==> config.mk <==
export PLATFORM = sky130hd
export DESIGN_NAME = serial_adder_ctrl
export DESIGN_NICKNAME = d
export VERILOG_FILES = /design/src/rtl/serial_adder_ctrl.sv
export SDC_FILE = /design/constraint.sdc
export NUM_CORES = 1
export LEC_CHECK = 0
export BUFFER_PORTS_ARGS = -buffer_cell sky130_fd_sc_hd__clkbuf_2
export CORE_MARGIN = 2
export CORE_UTILIZATION = 45
export CTS_CLUSTER_DIAMETER = 150
export CTS_CLUSTER_SIZE = 28
export DETAILED_ROUTE_END_ITERATION = 7
export GPL_TIMING_DRIVEN = 0
export HOLD_SLACK_MARGIN = 0.02
export PLACE_DENSITY = 0.7
export SETUP_SLACK_MARGIN = 0.1
export SLEW_MARGIN = 20
export SYNTH_ARGS = -nofsm -noshare
export SYNTH_HDL_FRONTEND = slang
export SYNTH_SLANG_ARGS = --single-unit
==> constraint.sdc <==
create_clock -name clk -period 1.3 [get_ports clk]
set_clock_uncertainty 0.15 [all_clocks]
set_input_delay 0.065 -clock clk [delete_from_list [all_inputs] [get_ports clk]]
set_output_delay 0.065 -clock clk [all_outputs]
set_load 0.02 [all_outputs]
==> src/rtl/serial_adder_ctrl.sv <==
// Bit-serial adder with IDLE/RUN/DONE control: one full-adder cell, LSB first.
// Optional subtract mode (sub port, a - b via ~b and carry-in 1) when SERIAL_ADDER_SUB_EN is defined.
module serial_adder_ctrl #(
    parameter int WIDTH = 8
) (
    input  logic             clk,
    input  logic             rst,
    input  logic             start,
`ifdef SERIAL_ADDER_SUB_EN
    input  logic             sub,
`endif
    input  logic [WIDTH-1:0] a,
    input  logic [WIDTH-1:0] b,
    input  logic             cin,
    output logic             busy,
    output logic             done,
    output logic [WIDTH-1:0] sum,
    output logic             cout
);

    localparam logic [1:0] IDLE = 2'd0;
    localparam logic [1:0] RUN  = 2'd1;
    localparam logic [1:0] DONE = 2'd2;

    localparam int              CNT_W    = $clog2(WIDTH);
    localparam logic [CNT_W-1:0] CNT_LAST = CNT_W'(WIDTH - 1);

    logic [1:0]       state_q, state_d;
    logic [WIDTH-1:0] a_sh_q, a_sh_d;
    logic [WIDTH-1:0] b_sh_q, b_sh_d;
    logic [WIDTH-1:0] sum_q, sum_d;
    logic [CNT_W-1:0] cnt_q, cnt_d;
    logic             carry_q, carry_d;
    logic             cout_q, cout_d;

    logic [WIDTH-1:0] op_b;
    logic             op_c;
    logic             fa_s, fa_co;

`ifdef SERIAL_ADDER_SUB_EN
    // Subtraction is a + ~b + 1; cin is ignored in that mode.
    assign op_b = sub ? ~b : b;
    assign op_c = sub ? 1'b1 : cin;
`else
    assign op_b = b;
    assign op_c = cin;
`endif

    assign fa_s  = a_sh_q[0] ^ b_sh_q[0] ^ carry_q;
    assign fa_co = (a_sh_q[0] & b_sh_q[0]) | (a_sh_q[0] & carry_q) | (b_sh_q[0] & carry_q);

    always_comb begin
        state_d = state_q;
        a_sh_d  = a_sh_q;
        b_sh_d  = b_sh_q;
        sum_d   = sum_q;
        cnt_d   = cnt_q;
        carry_d = carry_q;
        cout_d  = cout_q;
        case (state_q)
            IDLE, DONE: begin
                if (start) begin
                    a_sh_d  = a;
                    b_sh_d  = op_b;
                    carry_d = op_c;
                    cnt_d   = '0;
                    state_d = RUN;
                end else begin
                    state_d = IDLE;
                end
            end
            RUN: begin
                a_sh_d  = {1'b0, a_sh_q[WIDTH-1:1]};
                b_sh_d  = {1'b0, b_sh_q[WIDTH-1:1]};
                sum_d   = {fa_s, sum_q[WIDTH-1:1]};
                carry_d = fa_co;
                cnt_d   = cnt_q + 1'b1;
                // cout only moves on the final bit so it keeps the last result otherwise
                if (cnt_q == CNT_LAST) begin
                    cout_d  = fa_co;
                    state_d = DONE;
                end
            end
            default: state_d = IDLE;
        endcase
    end

    always_ff @(posedge clk) begin
        if (rst) begin
            state_q <= IDLE;
            a_sh_q  <= '0;
            b_sh_q  <= '0;
            sum_q   <= '0;
            cnt_q   <= '0;
            carry_q <= 1'b0;
            cout_q  <= 1'b0;
        end else begin
            state_q <= state_d;
            a_sh_q  <= a_sh_d;
            b_sh_q  <= b_sh_d;
            sum_q   <= sum_d;
            cnt_q   <= cnt_d;
            carry_q <= carry_d;
            cout_q  <= cout_d;
        end
    end

    assign busy = (state_q == RUN);
    assign done = (state_q == DONE);
    assign sum  = sum_q;
    assign cout = cout_q;

endmodule

# After elaboration in Yosys (flattened, before gate mapping)
# Cells that the tools add are included.
[totals] wordCells=36 register_bits=31 output_inout_bits=11 in_bits=20
[classes] mux=11 add_sub_neg=1 bitwise=7 n_eq_ne=5 reduce_logical=5
[ops] cell="$pmux W8 S2" n=2
[ops] cell="$mux W8" n=2
[ops] cell="$pmux W3 S2" n=1
[ops] cell="$pmux W2 S2" n=1
[ops] cell="$reduce_and A2 Y1" n=2
[ops] cell="$add A3 B1 Y3 const B" n=1
[ops] cell="$and A1 B1 Y1" n=3
[ops] cell="$eq A3 B3 Y1 const B" n=1
[ops] cell="$mux W3" n=1
[ops] cell="$eq A2 B1 Y1 const B" n=1
[ops] cell="$eq A2 B2 Y1 const B" n=1
[ops] cell="$logic_not A2 Y1" n=1
[ops] cell="$mux W1" n=2
[ops] cell="$mux W2" n=1
[ops] cell="$ne A2 B1 Y1 const B" n=1
[ops] cell="$ne A2 B2 Y1 const B" n=1
[ops] cell="$or A1 B1 Y1" n=2
[ops] cell="$pmux W1 S2" n=1
[ops] cell="$reduce_bool A2 Y1" n=1
[ops] cell="$reduce_or A2 Y1" n=1
[ops] cell="$xor A1 B1 Y1" n=2

# Longest topological paths before layout
# Gate-level depths: netlist of run 1.
[depth] word_depth=4 mapped_depth=6 ltp_nobuf=5

# Worst setup path before layout of run 1
# No wires, ideal clock.
[synth_timing] path_kind="register -> register" from="register state_q[0]" to="register a_sh_q[5]" period_less_slack_ps=1218 n_path_buf=1 setup_ps=135 setup_slack_ps=82 stages_incl_launch_ff=5 required_ps=1015 arrival_ps=933 path_cell_list="dfxtp_1 or2b_2 buf_4 nand2_1 a311oi_2"
[synth_via] elab_chain_cells=4 elab_cells_between_ends=8 cone_classes="eq/ne (3); mux (1); reduce/logical (4)"
[synth_rtl] element="start: declaration" line="28" source="logic [1:0] state_q, state_d;"
[synth_rtl] element="start signal: assignment" line="98" source="state_q <= state_d;"
[synth_rtl] element="$eq A2 B2 Y1 or $logic_not A2 Y1 (tied branches)" line="60" source="case (state_q)"
[synth_rtl] element="$reduce_or A2 Y1" line="60"
[synth_rtl] element="$ne A2 B2 Y1 (no source line) or $reduce_bool A2 Y1 (tied branches)"
[synth_rtl] element="$reduce_and A2 Y1 (no source line)"
[synth_rtl] element="end signal: assignment" line="99" source="a_sh_q <= a_sh_d;"
[synth_rtl] element="end: declaration" line="29" source="logic [WIDTH-1:0] a_sh_q, a_sh_d;"
# Several ways; a longest one is shown, not always the timed one.
# A chain may end at the register's enable or synchronous reset.

# Worst setup path after layout of run 1
[layout_timing] from="register state_q[1]" to="output busy"
[layout_via] elab_chain_cells=1
[layout_rtl] element="$eq A2 B1 Y1" line="108" source="assign busy = (state_q == RUN);"
[layout_rtl] element="end: declaration" line="15" source="output logic busy,"
# Every way passes these cells.

==> results of run 1 <==
[worst max-delay path, cell delays in order (launching register included)]
cell and delay, ns:
sky130_fd_sc_hd__dfxtp_2 0.34, sky130_fd_sc_hd__nand2b_4 0.13, sky130_fd_sc_hd__buf_6 0.12, sky130_fd_sc_hd__inv_4 0.05
sky130_fd_sc_hd__buf_6 0.09, sky130_fd_sc_hd__buf_8 0.10
[flip-flops by register name, indices dropped and copies added (netlist names)]
signal and flops:
b_sh_q 8, cnt_q 3, cout 1, carry_q 1, sum 8, a_sh_q 8
state_q 2
[kinds of logic after synthesis]
logic type,count (synthesis)
adder cells (fa/ha/maj),3
AND/OR/NAND/NOR,80
AO/OA/AOI/OAI,30
buffers and inverters,14
flip-flops,31
[layer usage]
metal	GRT usage, %	vias to the layer above	wire length [um]
met2	33.4	29	1730
met4	14.3	0	95
li1	-	665	-
met1	25.9	629	1520
met5	0	-	0
met3	5.05	10	146
[what timing repair did]
| item | CTS | global route |
|---|---|---|
| pin swaps | 4 | 10 |
| endpoints found under the hold margin | 17 | 0 |
| resized for setup | 27 | 36 |
| gates cloned | 3 | 0 |
| setup buffers | 7 | 2 |
| hold buffers | 18 | 0 |
| setup endpoints to repair | 32 | 32 |
[path summary, 6_finish.rpt]
| check | depth (start not counted) | to |
|---|---|---|
| worst max-delay path | 5 | busy |
| worst max register to register | 5 | carry_q$_SDFFE_PP0P_ |
| worst min register to register | 2 | b_sh_q[7]$_SDFFE_PP0P_ |
| worst min-delay path | 3 | state_q[0]$_SDFFE_PP0P_ |
[area by class of cell]
| type | count | area (um2) |
|---|---|---|
| multi-input cells | 113 | 790 |
| fillers | 186 | 658 |
| flip-flops and latches | 31 | 629 |
| repair buffers | 59 | 447 |
| plain buffers | 12 | 126 |
| clock buffers | 6 | 51.3 |
| well taps | 31 | 38.8 |
| clock inverters | 2 | 35.0 |
| inverters | 1 | 6.26 |
[cells in the final DEF (no fill, tap or decap), types with 2 or more instances in the layout]
master,count
sky130_fd_sc_hd__nand2_1,42
sky130_fd_sc_hd__a21oi_2,10
sky130_fd_sc_hd__nand3_1,2
sky130_fd_sc_hd__nand2_2,8
sky130_fd_sc_hd__clkbuf_1,3
sky130_fd_sc_hd__a311oi_2,13
sky130_fd_sc_hd__ha_4,2
sky130_fd_sc_hd__dfxtp_1,26
sky130_fd_sc_hd__dlygate4sd3_1,18
sky130_fd_sc_hd__nor2_1,17
sky130_fd_sc_hd__clkbuf_2,28
sky130_fd_sc_hd__buf_6,9
sky130_fd_sc_hd__a311oi_1,2
sky130_fd_sc_hd__nand3_2,4
sky130_fd_sc_hd__buf_12,3
sky130_fd_sc_hd__dfxtp_2,4
sky130_fd_sc_hd__buf_4,8
sky130_fd_sc_hd__clkbuf_4,5
sky130_fd_sc_hd__a21oi_1,4
[power by group]
part           internal, mW  switching (mW)  total [mW]
registers              1.01          0.0433        1.05
logic                 0.248           0.232       0.480
clock network         0.454           0.350       0.804
total                  1.71           0.625        2.34
==> results.txt, run 1 <==
----------------------------------------------------
[Outcome]
  Status ... complete, but fails checks
  Violated checks ... negative setup slack

[Timing]
  Max-slew violation count ... 0
  Fin Setup TNS ... -0.706 ns
  Period minus WS final ... 1.38 ns
  Max Fclk ... 0.724 GHz
  Slew at the pin closest to its max-slew limit ... 0.672 ns
  Final Cycle Share ... 106%
  Setup repair after global routing missed its margin ... true
  Minimum setup slack in the final design ... -0.0815 ns
  Number of hold-slack violations in the final timing report ... 0
  Count of final setup violators ... 24
  Minimum hold slack ... 0.130 ns
  Normalized max-slew margin ... 55.2%

[Yosys]
  Multiplexer fraction of the synthesized cell area ... 0%
  Instance count of the mapped netlist ... 158
  Fraction of the mapped netlist area in adder cells ... 3.37%
  Post-synth EDFFs ... 0
  Largest family of logic cells by synthesized area ... simple AND/OR/NAND/NOR gates
  Post-synthesis share of cell area spent on xor and xnor gates ... 0%
  Net count after synthesis ... 181
  Prevailing post-synth register cell ... sky130_fd_sc_hd__dfxtp_1
  Post-synthesis cell type count ... 20
  Flip-flop and latch count after synthesis ... 31
  FFs w/ async S/R, synth ... 0%
  Synth area leaders ... sky130_fd_sc_hd__dfxtp_1 (46%), sky130_fd_sc_hd__nand2_1 (14%), sky130_fd_sc_hd__a311oi_1 (8.5%)
  Commonest cells post-synth ... sky130_fd_sc_hd__nand2_1 (51), sky130_fd_sc_hd__dfxtp_1 (31), sky130_fd_sc_hd__nor2_1 (17), sky130_fd_sc_hd__a21oi_1 (14), sky130_fd_sc_hd__a311oi_1 (13)
  Fraction of the yosys area taken by sequential cells ... 46.4%
  Most area-hungry cell type in the Yosys netlist ... sky130_fd_sc_hd__dfxtp_1
  Area fraction of the dominant cell type after synthesis ... 46.4%
  Synth Cell Area ... 0.00134 mm2
  Library cell with the highest instance count after synthesis ... sky130_fd_sc_hd__nand2_1
  Number of warnings reported in the yosys synthesis log ... 0
  Synthesized-area fraction occupied by and/or/nand/nor cells ... 24.8%
  Compound-Gate Fraction of Synth Area ... 16.6%
  Average instance area after synthesis ... 8.46 um2

[Placement]
  Last weighted congestion value of the routability-driven placer ... 0.742
  Count of port buffers added during placement ... 30
  Placed Cells ... 219
  Detailed placement HPWL ... 1.99 mm
  Placed instance area ... 0.00153 mm2
  Post-Place Worst Slack ... -0.000579 ns

[Power]
  Total power consumption of the routed design ... 2.34 mW
  Power density over the cells ... 1100 mW/mm2
  P_leak ... 0.862 nW
  Largest vdd supply drop ... 1.09 mV

[Drt]
  1st-iter DRT viols ... 47
  Final Routed Wirelength ... 3.50 mm
  Routed vias/inst ... 5.23
  Total number of vias ... 1333
  Wirelength per Cell ... 13.7 um
  Number of detailed-routing iterations run before antenna repair ... 4
  Detailed-route DRC error count ... 0
  Post-route antenna net violation count ... 0

[Floorplan]
  Std-Cell Rows ... 19
  Num ports ... 31
  Effective utilization at floorplan ... 48.0%
  Core Box Area ... 0.00278 mm2
  DIE WIDTH ... 58.5 um
  Area enclosed by the die boundary ... 0.00342 mm2
  Die Y-Extent ... 58.5 um

[Critical path]
  R2R Setup Slk ... -0.06 ns
  Critical Path Start ... state_q[1]$_SDFFE_PP0P_
  R2r startpoint ... state_q[1]$_SDFFE_PP0P_
  Arrival time at the worst endpoint ... 1.17 ns
  Worst setup EP type ... output pin
  Type of the worst setup path ... reg2out
  Required time of the critical path ... 1.09 ns
  Startpoint type of the worst setup path ... register
  CP max FO ... 4

[Clocking]
  Clock tree from TritonCTS ... done
  Clock buffers created by TritonCTS ... 5
  Number of sinks handled by clock tree synthesis ... 31
  Insertion delay to the later sink of the worst-skew pair ... 0.35 ns
  Clock Tree Buf Depth ... 2
  Clock slew at reported path FFs ... 0.09 ns
  Level count of the clock H-tree ... 2
  Cell chosen for the clock root ... sky130_fd_sc_hd__clkbuf_4

[Final layout]
  Fraction of layout instances using a drive strength above 1 ... 47.8%
  Post-layout net count ... 246
  Post-route cell area ... 0.00212 mm2
  Final instance count without filler cells ... 255
  Final design utilization ... 76.3%
  Area Growth Syn to Fin ... 58.9%
  ANT cells ... 0

[Run]
  Max-cap violations ... 0

[Global route]
  Number of global-route vias before repair ... 1285
  Initial antenna violation count ... 0
  Global router's overall resource usage ... 21.3%
  Overflow left after global routing ... 0
  Pin count of the biggest net entering global routing ... 11
  First-pass GRT wire length ... 5.48 mm

[Min path]
  Worst hold path startpoint ... rst
  Tightest Hold Check Type ... in2reg

----------------------------------------------------
Note: power is estimated with default switching activity, not from simulation.
==> run 2: changes to the inputs <==
- ABC_CLOCK_PERIOD_IN_PS: unset -> 1790
- CORE_UTILIZATION: 45 -> 38
- PLACE_DENSITY: 0.7 -> 0.61
- clock period: 1.3 -> 1.79 ns (I/O delays scaled with it)
==> results.txt, run 2 (same netlist as run 1, synthesis figures left out) <==
----------------------------------------------------
[Global route]
  First-pass GRT wire length ... 5.15 mm (-5.9%)
  Overflow left after global routing ... 0 (unchanged)
  Number of global-route vias before repair ... 1202 (-6.5%)
  Pin count of the biggest net entering global routing ... 11 (unchanged)
  Initial antenna violation count ... 0 (unchanged)
  Global router's overall resource usage ... 16.3% (-5.0 points)

[Final layout]
  Fillers ... 359 (+93%)
  Most frequent standard cell in the layout excluding fill and tap cells ... sky130_fd_sc_hd__nand2_1
  Area Growth Syn to Fin ... 33.3%
  ANT cells ... 0 (unchanged)
  Register Area ... 622 um2 (-1.2%)
  Most used cells in the layout excluding fill and tap cells ... sky130_fd_sc_hd__nand2_1 (51), sky130_fd_sc_hd__dfxtp_1 (30), sky130_fd_sc_hd__clkbuf_2 (30)
  Post-layout net count ... 236 (-4.1%)
  Final design utilization ... 53.0% (-23 points)
  Final instance count without filler cells ... 259 (+1.6%)
  Area of the multi-input gates ... 598 um2 (-24%)
  Fraction of layout instances using a drive strength above 1 ... 25.4% (-22 points)

[Power]
  Power density over the cells ... 792 mW/mm2 (-28%)
  Net Sw Frac ... 26.4% (-0.35 points)
  Total power consumption of the routed design ... 1.41 mW (-40%)
  Net switching component of the power ... 0.372 mW (-40%)
  Portion of total power attributed to combinational logic ... 17.7% (-2.8 points)
  Internal power ... 1.04 mW (-39%)
  Largest vdd supply drop ... 0.525 mV (-52%)
  Proportion of power drawn by the clock network ... 28.5% (-5.9 points)
  Power share of the sequential group ... 53.8% (+8.7 points)
  P_leak ... 0.751 nW (-13%)

[Min path]
  Tightest Hold Check Type ... in2reg

[Floorplan]
  Area enclosed by the die boundary ... 0.00401 mm2 (+17%)
  Effective utilization at floorplan ... 39.7% (-8.3 points)
  Core Box Area ... 0.00336 mm2 (+21%)
  Num ports ... 31 (unchanged)
  DIE WIDTH ... 63.3 um (+8.2%)
  Std-Cell Rows ... 21 (+2)
  Die Y-Extent ... 63.3 um (+8.2%)

[Timing]
  Count of final setup violators ... 0 (-100%)
  Max Fclk ... 0.638 GHz
  Normalized max-slew margin ... 67.3% (+12 points)
  Period minus WS final ... 1.57 ns
  Setup repair after global routing missed its margin ... false
  Slew at the pin closest to its max-slew limit ... 0.490 ns (-0.182 ns)
  Minimum hold slack ... 0.152 ns (+0.0229 ns)
  Max-slew violation count ... 0 (unchanged)
  Number of hold-slack violations in the final timing report ... 0 (unchanged)
  Final Cycle Share ... 87.6%
  Fin Setup TNS ... 0 ns (+0.706 ns)

[Drt]
  Wirelength per Cell ... 11.2 um (-19%)
  1st-iter DRT viols ... 37 (-21%)
  Routed vias/inst ... 4.75 (-9.2%)
  Final Routed Wirelength ... 2.89 mm (-17%)
  Total number of vias ... 1229 (-7.8%)
  Post-route antenna net violation count ... 0 (unchanged)
  Detailed-route DRC error count ... 0 (unchanged)
  Number of detailed-routing iterations run before antenna repair ... 5 (+1)

[Placement]
  Detailed placement HPWL ... 2.04 mm (+2.4%)
  Count of port buffers added during placement ... 30 (unchanged)
  Placed Cells ... 234 (+6.8%)
  Last weighted congestion value of the routability-driven placer ... 0.765 (+3.1%)

[Critical path]
  Depth of the worst register-to-register path ... 5 (unchanged)
  Critical Path Start ... state_q[1]$_SDFFE_PP0P_
  Crit-path slowest cell ... sky130_fd_sc_hd__dfxtp_1
  Most prevalent standard cell on the critical path ... sky130_fd_sc_hd__buf_6
  Cell type group with the largest total delay on the critical path ... buffers and inverters
  Number of logic stages on the critical path including buffering ... 5 (unchanged)
  Delay of the slowest critical-path stage ... 0.33 ns (about the same)
  Startpoint type of the worst setup path ... register
  CP max FO ... 10 (+6)
  Arrival time at the worst endpoint ... 1.33 ns (+0.16 ns)
  Worst path cell trace ... nand2b_1 -> buf_6 -> inv_2 -> buf_6 -> clkbuf_2
  Worst R2R End ... b_sh_q[3]$_SDFFE_PP0P_
  R2r startpoint ... state_q[1]$_SDFFE_PP0P_
  Buffering stage count on the worst path with inverters included ... 4 (unchanged)
  Termination of the worst setup path ... busy
  Type of the worst setup path ... reg2out
  R2R Setup Slk ... 0.44 ns (+0.50 ns)
  Required time of the critical path ... 1.55 ns (+0.46 ns)
  Worst setup EP type ... output pin

[Clocking]
  Clock tree from TritonCTS ... done
  Cell chosen for the clock root ... sky130_fd_sc_hd__clkbuf_4
  Level count of the clock H-tree ... 2 (unchanged)
  Number of sinks handled by clock tree synthesis ... 31 (unchanged)
  Clock buffers created by TritonCTS ... 5 (unchanged)
  Clock Tree Buf Depth ... 2 (unchanged)
  Number of setup buffers added after CTS ... 0 (-7)
  Insertion delay to the later sink of the worst-skew pair ... 0.32 ns (-0.03 ns)
  Clock slew at reported path FFs ... 0.09 ns (about the same)

[Run]
  Max-cap violations ... 0 (unchanged)

[Outcome]
  Status ... completed

----------------------------------------------------
[run 2: changes by cell type in the layout (fill, tap and decap cells not counted), moves of 3 or more]
cell / previous run / this run
sky130_fd_sc_hd__nand2_1: 42 / 51
sky130_fd_sc_hd__nand3_1: 2 / 6
sky130_fd_sc_hd__dfxtp_2: 4 / 1
sky130_fd_sc_hd__a311oi_2: 13 / 2
sky130_fd_sc_hd__a311oi_1: 2 / 13
sky130_fd_sc_hd__buf_6: 9 / 4
sky130_fd_sc_hd__dfxtp_1: 26 / 30
sky130_fd_sc_hd__a21oi_1: 4 / 14
sky130_fd_sc_hd__nand3_2: 4 / 0
sky130_fd_sc_hd__nand2_2: 8 / 0
sky130_fd_sc_hd__buf_4: 8 / 5
sky130_fd_sc_hd__a21oi_2: 10 / 0
[run 2: worst min-delay path by stage]
stage               start                      to  slack (ns)  cells past startpoint
finish              start  a_sh_q[2]$_SDFFE_PP0P_        0.15                      5
global route        start  a_sh_q[3]$_SDFFE_PP0P_        0.17                      5
CTS                 start  a_sh_q[2]$_SDFFE_PP0P_        0.14                      5
detailed placement    rst  a_sh_q[1]$_SDFFE_PP0P_        0.16                      2
global placement      rst  a_sh_q[1]$_SDFFE_PP0P_        0.16                      2
floorplan             rst  a_sh_q[1]$_SDFFE_PP0P_        0.01                      1
[run 2: power groups by stage]
stage / clock network, mW / logic, mW / registers, mW
floorplan: 0 / 0.157 / 0.772
global placement: 0 / 0.215 / 0.773
detailed placement: 0 / 0.219 / 0.775
CTS: 0.422 / 0.250 / 0.759
global route: 0.453 / 0.279 / 0.766
finish: 0.402 / 0.249 / 0.759
[run 2: area by class of cell]
cell class                      count  area share, %
Sequential cell                    31           34.9
Clock buffer                        6           2.88
Multi-Input combinational cell    113           33.6
Clock inverter                      1          0.281
Inverter                            1          0.211
Timing Repair Buffer               48           18.5
Tap cell                           46           3.23
Buffer                             13           6.39
[run 2: tightest hold or removal path, cell delays in order]
cell and delay (ns):
sky130_fd_sc_hd__clkbuf_2 0.08, sky130_fd_sc_hd__nor2b_2 0.14, sky130_fd_sc_hd__buf_6 0.13, sky130_fd_sc_hd__nand2_1 0.06, sky130_fd_sc_hd__a311oi_1 0.08
[run 2: through the flow]
step           area, um2  setup WS [ns]
2_1_floorplan       1340          0.572
3_3_place_gp        1540          0.505
3_5_place_dp        1540          0.488
4_1_cts             1780          0.167
5_1_grt             1780          0.125
6_report            1780          0.222
[run 2: repair_timing]
item                                    CTS  global route
hold endpoints to repair                 17             0
endpoints found under the setup margin    0             1
hold buffers                             18             0
resized for setup                         0             1
[run 2: per-layer routing]
layer / share of wire [%] / track usage (%) / vias to the layer above
met4: 1.8 / 6.52 / 0
met1: 46 / 19.7 / 556
met3: 4.7 / 5.89 / 5
met5: 0 / 0 / -
li1: - / - / 643
met2: 47 / 26.5 / 25
==> run 3: changes to the inputs <==
- CORE_UTILIZATION: 38 -> 45
- CTS_CLUSTER_SIZE: 28 -> 40
- PLACE_DENSITY: 0.61 -> 0.7
==> results.txt, run 3 (same netlist as run 1, synthesis figures left out) <==
----------------------------------------------------
[Drt]
  Routed vias/inst ... 5.14 (+8.4%)
  1st-iter DRT viols ... 46 (+24%)
  Detailed-route DRC error count ... 0 (unchanged)
  Final Routed Wirelength ... 2.91 mm (+0.76%)
  Number of detailed-routing iterations run before antenna repair ... 4 (-1)
  Post-route antenna net violation count ... 0 (unchanged)
  Wirelength per Cell ... 12.0 um (+7.4%)
  Total number of vias ... 1250 (+1.7%)

[Floorplan]
  Core Box Area ... 0.00278 mm2 (-17%)
  Num ports ... 31 (unchanged)
  Area enclosed by the die boundary ... 0.00342 mm2 (-15%)
  DIE WIDTH ... 58.5 um (-7.6%)
  Die Y-Extent ... 58.5 um (-7.6%)
  Std-Cell Rows ... 19 (-9.5%)
  Effective utilization at floorplan ... 48.0% (+8.3 points)

[Final layout]
  Fillers ... 252 (-30%)
  ANT cells ... 0 (unchanged)
  Final instance count without filler cells ... 243 (-6.2%)
  Area Growth Syn to Fin ... 30.7%
  Fraction of layout instances using a drive strength above 1 ... 24.1% (-1.3 points)
  Post-layout net count ... 236 (unchanged)
  Most used cells in the layout excluding fill and tap cells ... sky130_fd_sc_hd__nand2_1 (51), sky130_fd_sc_hd__dfxtp_1 (31), sky130_fd_sc_hd__clkbuf_2 (30)
  Most frequent standard cell in the layout excluding fill and tap cells ... sky130_fd_sc_hd__nand2_1

[Timing]
  Period minus WS final ... 1.60 ns (+0.0282 ns)
  Slew at the pin closest to its max-slew limit ... 0.490 ns (-0.000144 ns)
  Max Fclk ... 0.626 GHz (-1.8%)
  Max-slew violation count ... 0 (unchanged)
  Number of hold-slack violations in the final timing report ... 0 (unchanged)
  Count of final setup violators ... 0 (unchanged)
  Normalized max-slew margin ... 67.3% (about the same)
  Final Cycle Share ... 89.2% (+1.6 points)
  Fin Setup TNS ... 0 ns (unchanged)
  Setup repair after global routing missed its margin ... false

[Critical path]
  Crit-path slowest cell ... sky130_fd_sc_hd__dfxtp_1
  R2R Setup Slk ... 0.45 ns (about the same)
  Startpoint type of the worst setup path ... register
  CP max FO ... 10 (unchanged)
  Worst path cell trace ... nand2b_1 -> buf_6 -> inv_2 -> buf_6 -> clkbuf_2
  Required time of the critical path ... 1.55 ns (about the same)
  Termination of the worst setup path ... busy
  Depth of the worst register-to-register path ... 5 (unchanged)
  Critical Path Start ... state_q[0]$_SDFFE_PP0P_
  Worst R2R End ... b_sh_q[6]$_SDFFE_PP0P_
  Arrival time at the worst endpoint ... 1.36 ns (+0.03 ns)
  Type of the worst setup path ... reg2out
  R2r startpoint ... state_q[0]$_SDFFE_PP0P_
  Most prevalent standard cell on the critical path ... sky130_fd_sc_hd__buf_6
  Delay of the slowest critical-path stage ... 0.42 ns (+0.09 ns)
  Worst setup EP type ... output pin

[Power]
  P_leak ... 0.741 nW (-1.4%)
  Portion of total power attributed to combinational logic ... 18.3% (+0.6 points)
  Internal power ... 0.995 mW (-4.2%)
  Total power consumption of the routed design ... 1.36 mW (-3.7%)
  Power share of the sequential group ... 55.9% (+2.1 points)
  Net switching component of the power ... 0.363 mW (-2.4%)
  Proportion of power drawn by the clock network ... 25.8% (-2.7 points)
  Largest vdd supply drop ... 0.594 mV (+13%)
  Net Sw Frac ... 26.7% (+0.36 points)
  Power density over the cells ... 778 mW/mm2 (-1.8%)

[Placement]
  Placed Cells ... 219 (-6.4%)
  Count of port buffers added during placement ... 30 (unchanged)
  Detailed placement HPWL ... 2.00 mm (-1.9%)
  Last weighted congestion value of the routability-driven placer ... 0.722 (-5.7%)

[Clocking]
  Clock Tree Buf Depth ... 2 (unchanged)
  Level count of the clock H-tree ... 2 (unchanged)
  Resized cells post-CTS ... 0 (unchanged)
  Number of setup buffers added after CTS ... 0 (unchanged)
  Insertion delay to the later sink of the worst-skew pair ... 0.32 ns (about the same)
  Clock slew at reported path FFs ... 0.08 ns (about the same)
  Hold buffer count at CTS ... 18 (unchanged)
  Clock buffers created by TritonCTS ... 5 (unchanged)
  Cell chosen for the clock root ... sky130_fd_sc_hd__clkbuf_4
  Clock tree from TritonCTS ... done
  Number of sinks handled by clock tree synthesis ... 31 (unchanged)

[Run]
  Max-cap violations ... 0 (unchanged)

[Min path]
  Tightest Hold Check Type ... in2reg

[Global route]
  Pin count of the biggest net entering global routing ... 11 (unchanged)
  Global router's overall resource usage ... 19.0% (+2.7 points)
  Overflow left after global routing ... 0 (unchanged)
  Number of global-route vias before repair ... 1142 (-5.0%)
  First-pass GRT wire length ... 4.93 mm (-4.3%)
  Initial antenna violation count ... 0 (unchanged)

[Outcome]
  Status ... completed

----------------------------------------------------
## run 3: changes by cell type in the layout (fill, tap and decap cells not counted), sizes merged
cell    delta
clkinv     -1
## run 3: worst min-delay path by stage
stage / cells past startpoint / slack [ns] / endpoint / from
floorplan: 1 / 0.01 / a_sh_q[1]$_SDFFE_PP0P_ / rst
global placement: 2 / 0.16 / a_sh_q[1]$_SDFFE_PP0P_ / rst
detailed placement: 2 / 0.15 / a_sh_q[1]$_SDFFE_PP0P_ / rst
CTS: 5 / 0.16 / a_sh_q[3]$_SDFFE_PP0P_ / start
global route: 5 / 0.18 / a_sh_q[1]$_SDFFE_PP0P_ / start
finish: 5 / 0.17 / a_sh_q[1]$_SDFFE_PP0P_ / start
## run 3: through the flow
step	hold WS [ns]	util, %	worst slack [ns]	area [um2]
floorplan	0.0116	-	0.572	1340
global placement	0.158	54.8	0.492	1530
detailed placement	0.151	54.8	0.459	1530
CTS	0.163	62.8	0.173	1750
global route	0.182	62.8	0.109	1750
finish	0.169	62.8	0.194	1750
## run 3: cell type report
class	count	area (um2)	share of cell area, %
Clock buffer	6	41.3	2.36
Multi-Input combinational cell	113	598	34.2
Tap cell	31	38.8	2.22
Sequential cell	31	621	35.5
Timing Repair Buffer	48	330	18.9
Inverter	1	3.75	0.215
Buffer	13	114	6.52
## run 3: power by group through the flow
stage / clock network [mW] / logic [mW] / registers [mW]
floorplan: 0 / 0.157 / 0.772
global placement: 0 / 0.213 / 0.773
detailed placement: 0 / 0.219 / 0.775
CTS: 0.363 / 0.250 / 0.759
global route: 0.388 / 0.278 / 0.764
finish: 0.351 / 0.249 / 0.759
## run 3: per-layer routing
layer  vias to the layer above  track usage [%]  wire [um]
li1                        642                -          -
met1                       567             23.9       1320
met2                        36             31.1       1410
met3                         5             4.62        139
met4                         0             7.97         38
met5                         -                0          0
## run 3: worst max-delay path, delay by kind of cell (launching register included)
kind                   cells  cell delay (ns)
buffers and inverters      4             0.52
DFF                        1             0.42
and+or+nand+nor            1             0.09
